===== src/rtl/enigma_scrambler_pkg.sv =====
// Shared constants for the ENIGMA551 scrambler: alphabet size, wiring tables
// for rotors I/II/III (forward and inverse), reflector B, and mod-26 helpers.
package enigma_pkg;

    localparam int ALPHA        = 26;
    localparam int LATENCY_BASE = 7;

    typedef logic [4:0] letter_t;

    typedef enum logic [1:0] {
        ROT_I   = 2'd0,
        ROT_II  = 2'd1,
        ROT_III = 2'd2
    } rotor_e;

    typedef struct packed {
        logic    valid;
        letter_t letter;
        letter_t p1;
        letter_t p2;
        letter_t p3;
        logic    err;
    } stage_t;

    localparam letter_t W_I [ALPHA] = '{
        5'd4,  5'd10, 5'd12, 5'd5,  5'd11, 5'd6,  5'd3,  5'd16, 5'd21, 5'd25, 5'd13, 5'd19, 5'd14,
        5'd22, 5'd24, 5'd7,  5'd23, 5'd20, 5'd18, 5'd15, 5'd0,  5'd8,  5'd1,  5'd17, 5'd2,  5'd9};
    localparam letter_t W_II [ALPHA] = '{
        5'd0,  5'd9,  5'd3,  5'd10, 5'd18, 5'd8,  5'd17, 5'd20, 5'd23, 5'd1,  5'd11, 5'd7,  5'd22,
        5'd19, 5'd12, 5'd2,  5'd16, 5'd6,  5'd25, 5'd13, 5'd15, 5'd24, 5'd5,  5'd21, 5'd14, 5'd4};
    localparam letter_t W_III [ALPHA] = '{
        5'd1,  5'd3,  5'd5,  5'd7,  5'd9,  5'd11, 5'd2,  5'd15, 5'd17, 5'd19, 5'd23, 5'd21, 5'd25,
        5'd13, 5'd24, 5'd4,  5'd8,  5'd22, 5'd6,  5'd0,  5'd10, 5'd12, 5'd20, 5'd18, 5'd16, 5'd14};
    localparam letter_t WINV_I [ALPHA] = '{
        5'd20, 5'd22, 5'd24, 5'd6,  5'd0,  5'd3,  5'd5,  5'd15, 5'd21, 5'd25, 5'd1,  5'd4,  5'd2,
        5'd10, 5'd12, 5'd19, 5'd7,  5'd23, 5'd18, 5'd11, 5'd17, 5'd8,  5'd13, 5'd16, 5'd14, 5'd9};
    localparam letter_t WINV_II [ALPHA] = '{
        5'd0,  5'd9,  5'd15, 5'd2,  5'd25, 5'd22, 5'd17, 5'd11, 5'd5,  5'd1,  5'd3,  5'd10, 5'd14,
        5'd19, 5'd24, 5'd20, 5'd16, 5'd6,  5'd4,  5'd13, 5'd7,  5'd23, 5'd12, 5'd8,  5'd21, 5'd18};
    localparam letter_t WINV_III [ALPHA] = '{
        5'd19, 5'd0,  5'd6,  5'd1,  5'd15, 5'd2,  5'd18, 5'd3,  5'd16, 5'd4,  5'd20, 5'd5,  5'd21,
        5'd13, 5'd25, 5'd7,  5'd24, 5'd8,  5'd23, 5'd9,  5'd22, 5'd11, 5'd17, 5'd10, 5'd14, 5'd12};
    localparam letter_t REF_B [ALPHA] = '{
        5'd24, 5'd17, 5'd20, 5'd7,  5'd16, 5'd18, 5'd11, 5'd3,  5'd15, 5'd23, 5'd13, 5'd6,  5'd14,
        5'd10, 5'd12, 5'd8,  5'd4,  5'd1,  5'd5,  5'd25, 5'd2,  5'd22, 5'd21, 5'd9,  5'd0,  5'd19};

    function automatic logic is_legal(letter_t x);
        return x < 5'(ALPHA);
    endfunction

    function automatic letter_t add_mod26(letter_t a, letter_t b);
        logic [5:0] s;
        s = {1'b0, a} + {1'b0, b};
        if (s >= 6'(ALPHA)) s = s - 6'(ALPHA);
        return s[4:0];
    endfunction

    // a - b + 26 never underflows for legal operands, so one conditional subtract suffices
    function automatic letter_t sub_mod26(letter_t a, letter_t b);
        logic [5:0] d;
        d = {1'b0, a} - {1'b0, b} + 6'(ALPHA);
        if (d >= 6'(ALPHA)) d = d - 6'(ALPHA);
        return d[4:0];
    endfunction

    function automatic letter_t rotor_map(rotor_e sel, logic inv, letter_t idx);
        letter_t r;
        r = '0;
        if (is_legal(idx)) begin
            case (sel)
                ROT_I:   r = inv ? WINV_I[idx]   : W_I[idx];
                ROT_II:  r = inv ? WINV_II[idx]  : W_II[idx];
                ROT_III: r = inv ? WINV_III[idx] : W_III[idx];
                default: r = '0;
            endcase
        end
        return r;
    endfunction

    function automatic letter_t reflect_b(letter_t idx);
        return is_legal(idx) ? REF_B[idx] : '0;
    endfunction

endpackage


===== src/rtl/enigma_scrambler_if.sv =====
// Letter stream handshake plus plugboard write port between the stepping stage
// (master) and the scrambler (slave).
interface enigma_scrambler_if;
    import enigma_pkg::*;

    logic    in_valid;
    logic    in_ready;
    letter_t in_letter;
    letter_t rotor1_pos;
    letter_t rotor2_pos;
    letter_t rotor3_pos;
    logic    out_valid;
    logic    out_ready;
    letter_t out_letter;
    logic    out_err;
    logic    pb_wr;
    letter_t pb_addr;
    letter_t pb_data;

    modport master (
        output in_valid, in_letter, rotor1_pos, rotor2_pos, rotor3_pos, out_ready,
               pb_wr, pb_addr, pb_data,
        input  in_ready, out_valid, out_letter, out_err
    );

    modport slave (
        input  in_valid, in_letter, rotor1_pos, rotor2_pos, rotor3_pos, out_ready,
               pb_wr, pb_addr, pb_data,
        output in_ready, out_valid, out_letter, out_err
    );

endinterface


===== src/rtl/enigma_scrambler_rotor_stage.sv =====
// One registered rotor substitution (forward or inverse); the wiring select
// also picks which of the three carried positions applies.
module rotor_stage
    import enigma_pkg::*;
(
    input  logic   clk,
    input  logic   rst,
    input  logic   i_adv,
    input  rotor_e i_sel,
    input  logic   i_inv,
    input  stage_t i_stage,
    output stage_t o_stage
);

    letter_t w_pos;
    letter_t w_idx;
    letter_t w_map;
    stage_t  w_next;
    stage_t  r_stage;

    always_comb begin
        case (i_sel)
            ROT_III: w_pos = i_stage.p1;
            ROT_II:  w_pos = i_stage.p2;
            ROT_I:   w_pos = i_stage.p3;
            default: w_pos = i_stage.p1;
        endcase
        w_idx  = add_mod26(i_stage.letter, w_pos);
        w_map  = rotor_map(i_sel, i_inv, w_idx);
        w_next = i_stage;
        // errored letters ride through untouched
        if (!i_stage.err) w_next.letter = sub_mod26(w_map, w_pos);
    end

    always_ff @(posedge clk) begin
        if (rst)        r_stage <= '0;
        else if (i_adv) r_stage <= w_next;
    end

    assign o_stage = r_stage;

endmodule


===== src/rtl/enigma_scrambler.sv =====
// ENIGMA551 scrambler pipeline: F1 F2 F3 RF B3 B2 B1 under a global stall.
// Define PLUGBOARD_EN to add the plugboard table and its PI/PO lookup stages.
module enigma_scrambler
    import enigma_pkg::*;
(
    input  logic              clk,
    input  logic              rst,
    enigma_scrambler_if.slave bus
);

    logic   w_adv;
    stage_t w_acc;
    stage_t w_f1_in;
    stage_t w_f1, w_f2, w_f3;
    stage_t w_rf_next;
    stage_t r_rf;
    stage_t w_b3, w_b2, w_b1;
    stage_t w_last;

    assign w_adv        = !w_last.valid || bus.out_ready;
    assign bus.in_ready = w_adv;

    always_comb begin
        w_acc.valid  = bus.in_valid;
        w_acc.letter = bus.in_letter;
        w_acc.p1     = bus.rotor1_pos;
        w_acc.p2     = bus.rotor2_pos;
        w_acc.p3     = bus.rotor3_pos;
        w_acc.err    = !(is_legal(bus.in_letter) && is_legal(bus.rotor1_pos) &&
                         is_legal(bus.rotor2_pos) && is_legal(bus.rotor3_pos));
    end

`ifdef PLUGBOARD_EN
    letter_t r_pb [ALPHA];
    stage_t  w_pi_next, r_pi;
    stage_t  w_po_next, r_po;

    always_ff @(posedge clk) begin
        if (rst) begin
            for (int i = 0; i < ALPHA; i++) r_pb[i] <= letter_t'(i);
        end else if (bus.pb_wr && is_legal(bus.pb_addr)) begin
            r_pb[bus.pb_addr] <= bus.pb_data;
        end
    end

    always_comb begin
        w_pi_next = w_acc;
        if (!w_acc.err) w_pi_next.letter = r_pb[w_acc.letter];
        w_po_next = w_b1;
        if (!w_b1.err && is_legal(w_b1.letter)) w_po_next.letter = r_pb[w_b1.letter];
    end

    always_ff @(posedge clk) begin
        if (rst) begin
            r_pi <= '0;
            r_po <= '0;
        end else if (w_adv) begin
            r_pi <= w_pi_next;
            r_po <= w_po_next;
        end
    end

    assign w_f1_in = r_pi;
    assign w_last  = r_po;
`else
    logic w_pb_unused;
    assign w_pb_unused = ^{bus.pb_wr, bus.pb_addr, bus.pb_data};
    assign w_f1_in     = w_acc;
    assign w_last      = w_b1;
`endif

    rotor_stage u_f1 (.clk(clk), .rst(rst), .i_adv(w_adv), .i_sel(ROT_III), .i_inv(1'b0),
                      .i_stage(w_f1_in), .o_stage(w_f1));
    rotor_stage u_f2 (.clk(clk), .rst(rst), .i_adv(w_adv), .i_sel(ROT_II), .i_inv(1'b0),
                      .i_stage(w_f1), .o_stage(w_f2));
    rotor_stage u_f3 (.clk(clk), .rst(rst), .i_adv(w_adv), .i_sel(ROT_I), .i_inv(1'b0),
                      .i_stage(w_f2), .o_stage(w_f3));

    always_comb begin
        w_rf_next = w_f3;
        if (!w_f3.err) w_rf_next.letter = reflect_b(w_f3.letter);
    end

    always_ff @(posedge clk) begin
        if (rst)        r_rf <= '0;
        else if (w_adv) r_rf <= w_rf_next;
    end

    rotor_stage u_b3 (.clk(clk), .rst(rst), .i_adv(w_adv), .i_sel(ROT_I), .i_inv(1'b1),
                      .i_stage(r_rf), .o_stage(w_b3));
    rotor_stage u_b2 (.clk(clk), .rst(rst), .i_adv(w_adv), .i_sel(ROT_II), .i_inv(1'b1),
                      .i_stage(w_b3), .o_stage(w_b2));
    rotor_stage u_b1 (.clk(clk), .rst(rst), .i_adv(w_adv), .i_sel(ROT_III), .i_inv(1'b1),
                      .i_stage(w_b2), .o_stage(w_b1));

    assign bus.out_valid  = w_last.valid;
    assign bus.out_letter = w_last.letter;
    assign bus.out_err    = w_last.err;

endmodule


===== src/flat_wrapper.sv =====
// flat-port wrapper written by rule: the top's interface ports become plain ports
module enigma_scrambler_flat import enigma_pkg::*;
  (clk, rst, bus_in_valid, bus_in_letter, bus_rotor1_pos, bus_rotor2_pos, bus_rotor3_pos, bus_out_ready, bus_pb_wr, bus_pb_addr, bus_pb_data, bus_in_ready, bus_out_valid, bus_out_letter, bus_out_err);
  enigma_scrambler_if bus_i ();
  input  logic clk;
  input  logic rst;
  input wire logic [$bits(bus_i.in_valid)-1:0] bus_in_valid;
  input wire logic [$bits(bus_i.in_letter)-1:0] bus_in_letter;
  input wire logic [$bits(bus_i.rotor1_pos)-1:0] bus_rotor1_pos;
  input wire logic [$bits(bus_i.rotor2_pos)-1:0] bus_rotor2_pos;
  input wire logic [$bits(bus_i.rotor3_pos)-1:0] bus_rotor3_pos;
  input wire logic [$bits(bus_i.out_ready)-1:0] bus_out_ready;
  input wire logic [$bits(bus_i.pb_wr)-1:0] bus_pb_wr;
  input wire logic [$bits(bus_i.pb_addr)-1:0] bus_pb_addr;
  input wire logic [$bits(bus_i.pb_data)-1:0] bus_pb_data;
  output wire logic [$bits(bus_i.in_ready)-1:0] bus_in_ready;
  output wire logic [$bits(bus_i.out_valid)-1:0] bus_out_valid;
  output wire logic [$bits(bus_i.out_letter)-1:0] bus_out_letter;
  output wire logic [$bits(bus_i.out_err)-1:0] bus_out_err;
  assign bus_i.in_valid = bus_in_valid;
  assign bus_i.in_letter = bus_in_letter;
  assign bus_i.rotor1_pos = bus_rotor1_pos;
  assign bus_i.rotor2_pos = bus_rotor2_pos;
  assign bus_i.rotor3_pos = bus_rotor3_pos;
  assign bus_i.out_ready = bus_out_ready;
  assign bus_i.pb_wr = bus_pb_wr;
  assign bus_i.pb_addr = bus_pb_addr;
  assign bus_i.pb_data = bus_pb_data;
  assign bus_in_ready = bus_i.in_ready;
  assign bus_out_valid = bus_i.out_valid;
  assign bus_out_letter = bus_i.out_letter;
  assign bus_out_err = bus_i.out_err;
  enigma_scrambler u_core (.clk(clk), .rst(rst), .bus(bus_i));
endmodule

===== config.mk =====
export PLATFORM = sky130hd
export DESIGN_NAME = enigma_scrambler_flat
export DESIGN_NICKNAME = d
export VERILOG_FILES = /design/src/rtl/enigma_scrambler_pkg.sv /design/src/rtl/enigma_scrambler_if.sv /design/src/rtl/enigma_scrambler_rotor_stage.sv /design/src/rtl/enigma_scrambler.sv /design/src/flat_wrapper.sv
export SDC_FILE = /design/constraint.sdc
export NUM_CORES = 1
export LEC_CHECK = 0
export CORE_ASPECT_RATIO = 1.5
export CORE_MARGIN = 5
export CORE_UTILIZATION = 50
export CTS_BUF_LIST = sky130_fd_sc_hd__clkbuf_16
export CTS_CLUSTER_DIAMETER = 80
export DETAILED_ROUTE_END_ITERATION = 10
export PLACE_DENSITY = 0.69
export SLEW_MARGIN = 20
export SYNTH_ARGS = -nofsm -noshare
export SYNTH_HDL_FRONTEND = slang
export SYNTH_HIERARCHICAL = 1
export SYNTH_SLANG_ARGS = --single-unit

===== constraint.sdc =====
create_clock -name clk -period 6.8 [get_ports clk]
set_clock_uncertainty 0.2 [all_clocks]
set_input_delay 1.36 -clock clk [delete_from_list [all_inputs] [get_ports clk]]
set_output_delay 1.36 -clock clk [all_outputs]
set_load 0.02 [all_outputs]

# ---- Word level (Yosys, flattened, before mapping)
# Memories as Yosys holds them, arrays and structs flattened.
# Index checks and enable logic that the tools add are counted.
dict set report word_totals {
  regBits 124
  romBits 1120
  in_bits 35
  wordCells 156
  n_memories 7
}
dict set report classes {
  add_sub_neg 30
  order_cmp 30
  muxes 40
  bitwise_logic 7
  n_reduce_logical 6
}
# name words word_bits read_ports rd_ports_with_merged_regs wr line
set memory_table {}
lappend memory_table {{(name not given)} 32 5 1 0 0 enigma_scrambler_pkg.sv:71} ;# ROT_I: r = inv ? WINV_I[idx] : W_I[idx];
lappend memory_table {{(name not given)} 32 5 1 0 0 enigma_scrambler_pkg.sv:81} ;# return is_legal(idx) ? REF_B[idx] : '0;
lappend memory_table {{(name not given)} 32 5 1 0 0 enigma_scrambler_pkg.sv:73} ;# ROT_III: r = inv ? WINV_III[idx] : W_III[idx];
lappend memory_table {{(name not given)} 32 5 1 0 0 enigma_scrambler_pkg.sv:71}
lappend memory_table {{(name not given)} 32 5 1 0 0 enigma_scrambler_pkg.sv:72} ;# ROT_II: r = inv ? WINV_II[idx] : W_II[idx];
lappend memory_table {{(name not given)} 32 5 1 0 0 enigma_scrambler_pkg.sv:72}
lappend memory_table {{1 more memories} - - - - - -}
# cell count
set ops {}
lappend ops {{5-bit two-way mux} 40}
lappend ops {{6-bit by 5-bit >= comparator with 1-bit output (second input constant)} 12}
lappend ops {{5-bit subtractor (second input constant)} 12}
lappend ops {{5-bit < comparator (second input constant)} 11}
lappend ops {{6-bit >= comparator (second input constant)} 7}
lappend ops {{5-bit NOT with 6-bit output} 7}
lappend ops {{5-bit by 5-bit adder with 6-bit output} 6}
lappend ops {{6-bit by 5-bit adder with 6-bit output (second input constant)} 6}
lappend ops {{5-bit by 5-bit subtractor with 6-bit output} 6}
lappend ops {{1-bit logical AND} 3}
lappend ops {{1-bit logical NOT} 2}
lappend ops {{1-bit logical OR} 1}

# ---- Logic depth before layout (Yosys ltp)
dict set report logic_depth {
  depth_word 13
  mapped_depth 34
  ltp_nobuf 30
}

# ---- Hierarchy
# The synthesis kept the hierarchy.
# module n_inst cells_each area_each_um2
set by_module_without_submodules {}
lappend by_module_without_submodules {{rotor_stage at u_core.u_f1 ...} 2 431 3223.1}
lappend by_module_without_submodules {{rotor_stage at u_core.u_b3} 1 448 3324.4}
lappend by_module_without_submodules {{rotor_stage at u_core.u_b2} 1 442 3286.9}
lappend by_module_without_submodules {{rotor_stage at u_core.u_f3} 1 439 3178.0}
lappend by_module_without_submodules {{rotor_stage at u_core.u_b1} 1 426 3093.0}
lappend by_module_without_submodules {enigma_scrambler 1 153 1193.6}

# ---- Worst setup path before layout
# Ideal clock, no wire load.
dict set report synth_path {
  path_kind {in2reg}
  from {input port bus_rotor1_pos[0]}
  to {register u_core.u_f1.r_stage (netlist bit u_core/u_f1/o_stage[18])}
  t_arrival_ps 6651
  t_required_ps 6509
  path_slack_ps -142
  path_stages 27
  path_cell_list {nand2_1 > o21ai_0 > ha_1 > inv_1 > fa_1 > a32o_1 > nor2_1 > a21o_1 > xnor2_4 > ha_1 > clkbuf_1 > inv_1 > o2111ai_1 > o31ai_1 > o311a_1 > a211oi_1 > ha_1 > inv_1 > ha_1 > fa_1 > a21o_1 > a21oi_1 > xnor2_1 > a21oi_1 > nor2b_1 > a211o_1 > a311oi_1}
}
dict set report synth_between {
  elab_chain_cells 13
  word_cells_on_any_way 20
  cone_classes {add/sub: 5; order compare: 4; mux: 6; bitwise: 1; reduce/logical: 3; memory: 1}
}
# item line
set synth_rtl {}
lappend synth_rtl {{start, declared} flat_wrapper.sv:9} ;# input wire logic [$bits(bus_i.rotor1_pos)-1:0] bus_rotor1_pos;
lappend synth_rtl {{5-bit by 5-bit adder with 6-bit output} enigma_scrambler_pkg.sv:53} ;# s = {1'b0, a} + {1'b0, b};
lappend synth_rtl {{5-bit subtractor or 6-bit by 5-bit >= comparator with 1-bit output (tied branches)} enigma_scrambler_pkg.sv:54} ;# if (s >= 6'(ALPHA)) s = s - 6'(ALPHA);
lappend synth_rtl {{5-bit two-way mux} enigma_scrambler_pkg.sv:54}
lappend synth_rtl {{5-bit NOT with 6-bit output (not written as such)} enigma_scrambler_pkg.sv:73}
lappend synth_rtl {{memory 32 x 5 bit} -}
lappend synth_rtl {{5-bit two-way mux (not written as such) (2 in series)} enigma_scrambler_pkg.sv:73}
lappend synth_rtl {{5-bit two-way mux} enigma_scrambler_pkg.sv:69} ;# if (is_legal(idx)) begin
lappend synth_rtl {{5-bit by 5-bit subtractor with 6-bit output} enigma_scrambler_pkg.sv:61} ;# d = {1'b0, a} - {1'b0, b} + 6'(ALPHA);
lappend synth_rtl {{6-bit by 5-bit adder with 6-bit output} enigma_scrambler_pkg.sv:61}
lappend synth_rtl {{5-bit subtractor or 6-bit by 5-bit >= comparator with 1-bit output (tied branches)} enigma_scrambler_pkg.sv:62} ;# if (d >= 6'(ALPHA)) d = d - 6'(ALPHA);
lappend synth_rtl {{5-bit two-way mux} enigma_scrambler_pkg.sv:62}
lappend synth_rtl {{5-bit two-way mux *} enigma_scrambler_rotor_stage.sv:32} ;# if (!i_stage.err) w_next.letter = sub_mod26(w_map, w_pos);
lappend synth_rtl {{end signal, assigned} enigma_scrambler_rotor_stage.sv:37} ;# else if (i_adv) r_stage <= w_next;
lappend synth_rtl {{end, declared} enigma_scrambler_rotor_stage.sv:19} ;# stage_t r_stage;
# Mark *: on every way between the ends. The rest lies on a longest branch, timed or not. The select of a mux whose other input is x is not followed.
# A chain may end at the register's enable or synchronous reset.

# ---- Final worst setup path
dict set report layout_path {
  from {input port bus_in_letter[0]}
  to {register u_core.u_f1.r_stage (netlist bit u_core/u_f1/o_stage[19])}
}
dict set report layout_between {
  elab_chain_cells 13
  word_cells_on_any_way 20
  cone_classes {add/sub: 5; order compare: 4; mux: 6; bitwise: 1; reduce/logical: 3; memory: 1}
}
# item line
set layout_rtl {}
lappend layout_rtl {{start, declared} flat_wrapper.sv:8} ;# input wire logic [$bits(bus_i.in_letter)-1:0] bus_in_letter;
lappend layout_rtl {{5-bit by 5-bit adder with 6-bit output} enigma_scrambler_pkg.sv:53}
lappend layout_rtl {{5-bit subtractor or 6-bit by 5-bit >= comparator with 1-bit output (tied branches)} enigma_scrambler_pkg.sv:54}
lappend layout_rtl {{5-bit two-way mux} enigma_scrambler_pkg.sv:54}
lappend layout_rtl {{5-bit NOT with 6-bit output (not written as such)} enigma_scrambler_pkg.sv:73}
lappend layout_rtl {{memory 32 x 5 bit} -}
lappend layout_rtl {{5-bit two-way mux (not written as such) (2 in series)} enigma_scrambler_pkg.sv:73}
lappend layout_rtl {{5-bit two-way mux} enigma_scrambler_pkg.sv:69}
lappend layout_rtl {{5-bit by 5-bit subtractor with 6-bit output} enigma_scrambler_pkg.sv:61}
lappend layout_rtl {{6-bit by 5-bit adder with 6-bit output} enigma_scrambler_pkg.sv:61}
lappend layout_rtl {{5-bit subtractor or 6-bit by 5-bit >= comparator with 1-bit output (tied branches)} enigma_scrambler_pkg.sv:62}
lappend layout_rtl {{5-bit two-way mux} enigma_scrambler_pkg.sv:62}
lappend layout_rtl {{5-bit two-way mux *} enigma_scrambler_rotor_stage.sv:32}
# Marked as above.

==> impl_metrics.env <==
export IMPL_worst_setup_path_start_kind="input port"
export IMPL_layout_drive_gt1_share=0.166
export IMPL_hold_path_class="flop to flop"
export IMPL_status="finished, final reports clean"
export IMPL_io_buffers=31
export IMPL_r2r_slack_ps=380
export IMPL_wl_per_cell_um=20.8
export IMPL_min_period_ps=6620
export IMPL_peakVddDrop_v=0.000603
export IMPL_power_density_nw_per_um2=542
export IMPL_antenna_found_initial=0
export IMPL_final_hold_violation_count=0
export IMPL_worstPathArrival_ps=6760
export IMPL_ios=43
export IMPL_synth_area_sq_um=20000
export IMPL_clockBufferDepth=2
export IMPL_start_util=0.506
export IMPL_grt_pass1_vias=21400
export IMPL_pre_cts_ws_ps=-516
export IMPL_crit_type="input port to flop"
export IMPL_holdWs_ps=265
export IMPL_r2r_start="u_core/r_rf[1]"
export IMPL_worst_slack_ps=175
export IMPL_ant_nets=0
export IMPL_dieArea_sq_um=44200
export IMPL_grt_busiest_layer="met2"
export IMPL_clkTransAtPathRegs_ps=70
export IMPL_mostFrequentLayoutCell="buf_4"
export IMPL_syn_area_per_cell_sq_um=7.35
export IMPL_grt_max_degree=87
export IMPL_hold_depth=2
export IMPL_worstSetupEndpointType="flop"
export IMPL_finalMaxSlewViolations=0
export IMPL_cts_sinks=139
export IMPL_worst_r2r_endpoint="u_core/u_b3/o_stage[18]"
export IMPL_final_period_utilization=0.974
export IMPL_die_w_um=173
export IMPL_seqCellArea_sq_um=2780
export IMPL_maxCapViolCount=0
export IMPL_required_ps=6940
export IMPL_gp_congestion=1.05
export IMPL_relSlewSlack=0.270
export IMPL_path_max_fanout=4
export IMPL_nets=3101
export IMPL_power_mw=12.5
export IMPL_syn_inst=2725
export IMPL_layout_common_cells="buf_4, nand2_1, nor2_1"
export IMPL_multi_input_area_sq_um=16100
export IMPL_vias=22700
export IMPL_postRouteWirelength_um=70700
export IMPL_grt_pass1_wl_um=112000
export IMPL_worstHoldEndpoint="u_core/r_rf[21]"
export IMPL_first_pass_iters=7
export IMPL_cts_root_buf="clkbuf_16"
export IMPL_met1_usage=0.351
export IMPL_syn_to_final_growth_pct=15.2
export IMPL_nFillCells=3693
export IMPL_tightestPinTransition_ps=1070
export IMPL_vias_per_cell=6.68
export IMPL_met2_usage=0.541
export IMPL_yosys_warnings=6
export IMPL_worst_r2r_path_depth=29
export IMPL_h_tree_depth=4
export IMPL_hold_start="u_core/u_f3/o_stage[21]"
export IMPL_rows=89
export IMPL_core_sq_um=39500
export IMPL_antenna_cells=0
export IMPL_max_freq_ghz=0.151
export IMPL_die_h_um=255
export IMPL_grt_use_met3=0.0340
export IMPL_dp_hpwl_um=53100
export IMPL_grtUsageTotal=0.301
export IMPL_setup_viol_count_final=0
export IMPL_first_iter_violations=2906
export IMPL_cts_tree="done"
export IMPL_cts_buffers=17
export IMPL_drc=0
export IMPL_power_leakage_nw=10.0
export IMPL_insertion_delay_ps=420
export IMPL_grt_overflow=0
state kept, by name (all words and copies together) (netlist names):
name / count
u_core/r_rf: 22
u_core/u_b1/o_stage: 7
u_core/u_b2/o_stage: 22
u_core/u_b3/o_stage: 22
u_core/u_f1/o_stage: 22
u_core/u_f2/o_stage: 22
u_core/u_f3/o_stage: 22
report_power, final:
group	leakage, nW	total [mW]	internal, mW	switching, mW
logic	8.57	10.5	4.25	6.23
clock network	0.296	0.944	0.556	0.387
registers	1.14	1.06	0.926	0.136
total	10.0	12.5	5.73	6.75
timing repair:
action	in CTS	in global routing
resized for setup	2	52
pin swaps	0	28
setup buffers	0	6
setup endpoints to repair	3	20
hold buffers	0	0
cell type report:
cell class,instances,share of cell area
Timing Repair Buffer,310,0.106
Sequential cell,139,0.121
Multi-Input combinational cell,2281,0.697
Inverter,138,0.0228
Clock inverter,15,0.00765
Clock buffer,17,0.0184
Tap cell,500,0.0271
stage by stage:
| stage | setup TNS [ps] | util | area (sq um) | cells |
|---|---|---|---|---|
| after detailed placement | -1810 | 0.561 | 22200 | 3362 |
| after floorplan | 0 | - | 20200 | 2767 |
| final | 0 | 0.583 | 23100 | 3400 |
| after global placement | -1170 | 0.561 | 22200 | 3362 |
| after global routing | -57.9 | 0.583 | 23100 | 3400 |
| after CTS | 0 | 0.576 | 22800 | 3394 |
how the worst max path moves through the flow:
stage | cells after the start | slack, ps | endpoint | startpoint
global placement | 28 | -370 | u_core/u_f1/o_stage[18] | bus_rotor1_pos[0]
detailed placement | 27 | -520 | u_core/u_f1/o_stage[18] | bus_rotor1_pos[0]
CTS | 28 | 30 | u_core/u_f1/o_stage[19] | bus_rotor1_pos[0]
floorplan | 27 | 80 | u_core/u_f1/o_stage[18] | bus_rotor1_pos[0]
global route | 29 | -30 | u_core/u_f1/o_stage[17] | bus_in_letter[0]
finish | 28 | 180 | u_core/u_f1/o_stage[19] | bus_in_letter[0]
worst max-delay path, stage by stage:
cell and delay [ps]:
clkdlybuf4s50_1 520, ha_2 210, inv_2 40, fa_2 360
nand2b_4 170, a21oi_4 220, xor2_2 100, a21o_1 240
xnor2_4 190, buf_6 140, ha_4 250, inv_2 40
o2111ai_2 170, o31ai_2 100, o311a_1 370, a211oi_2 230
ha_1 180, inv_2 40, ha_4 160, fa_2 410
a21o_1 210, a21oi_2 180, xnor2_2 110, a21oi_2 190
nor2_1 80, xnor2_1 170, mux2i_1 120, a211oi_1 210
layer usage:
metal / share of wire / vias up
li1: - / 10500
met1: 0.38 / 10500
met2: 0.49 / 1283
met3: 0.063 / 368
met4: 0.067 / 0
met5: 0 / -
No activity file was read; power rests on OpenSTA's default activity.
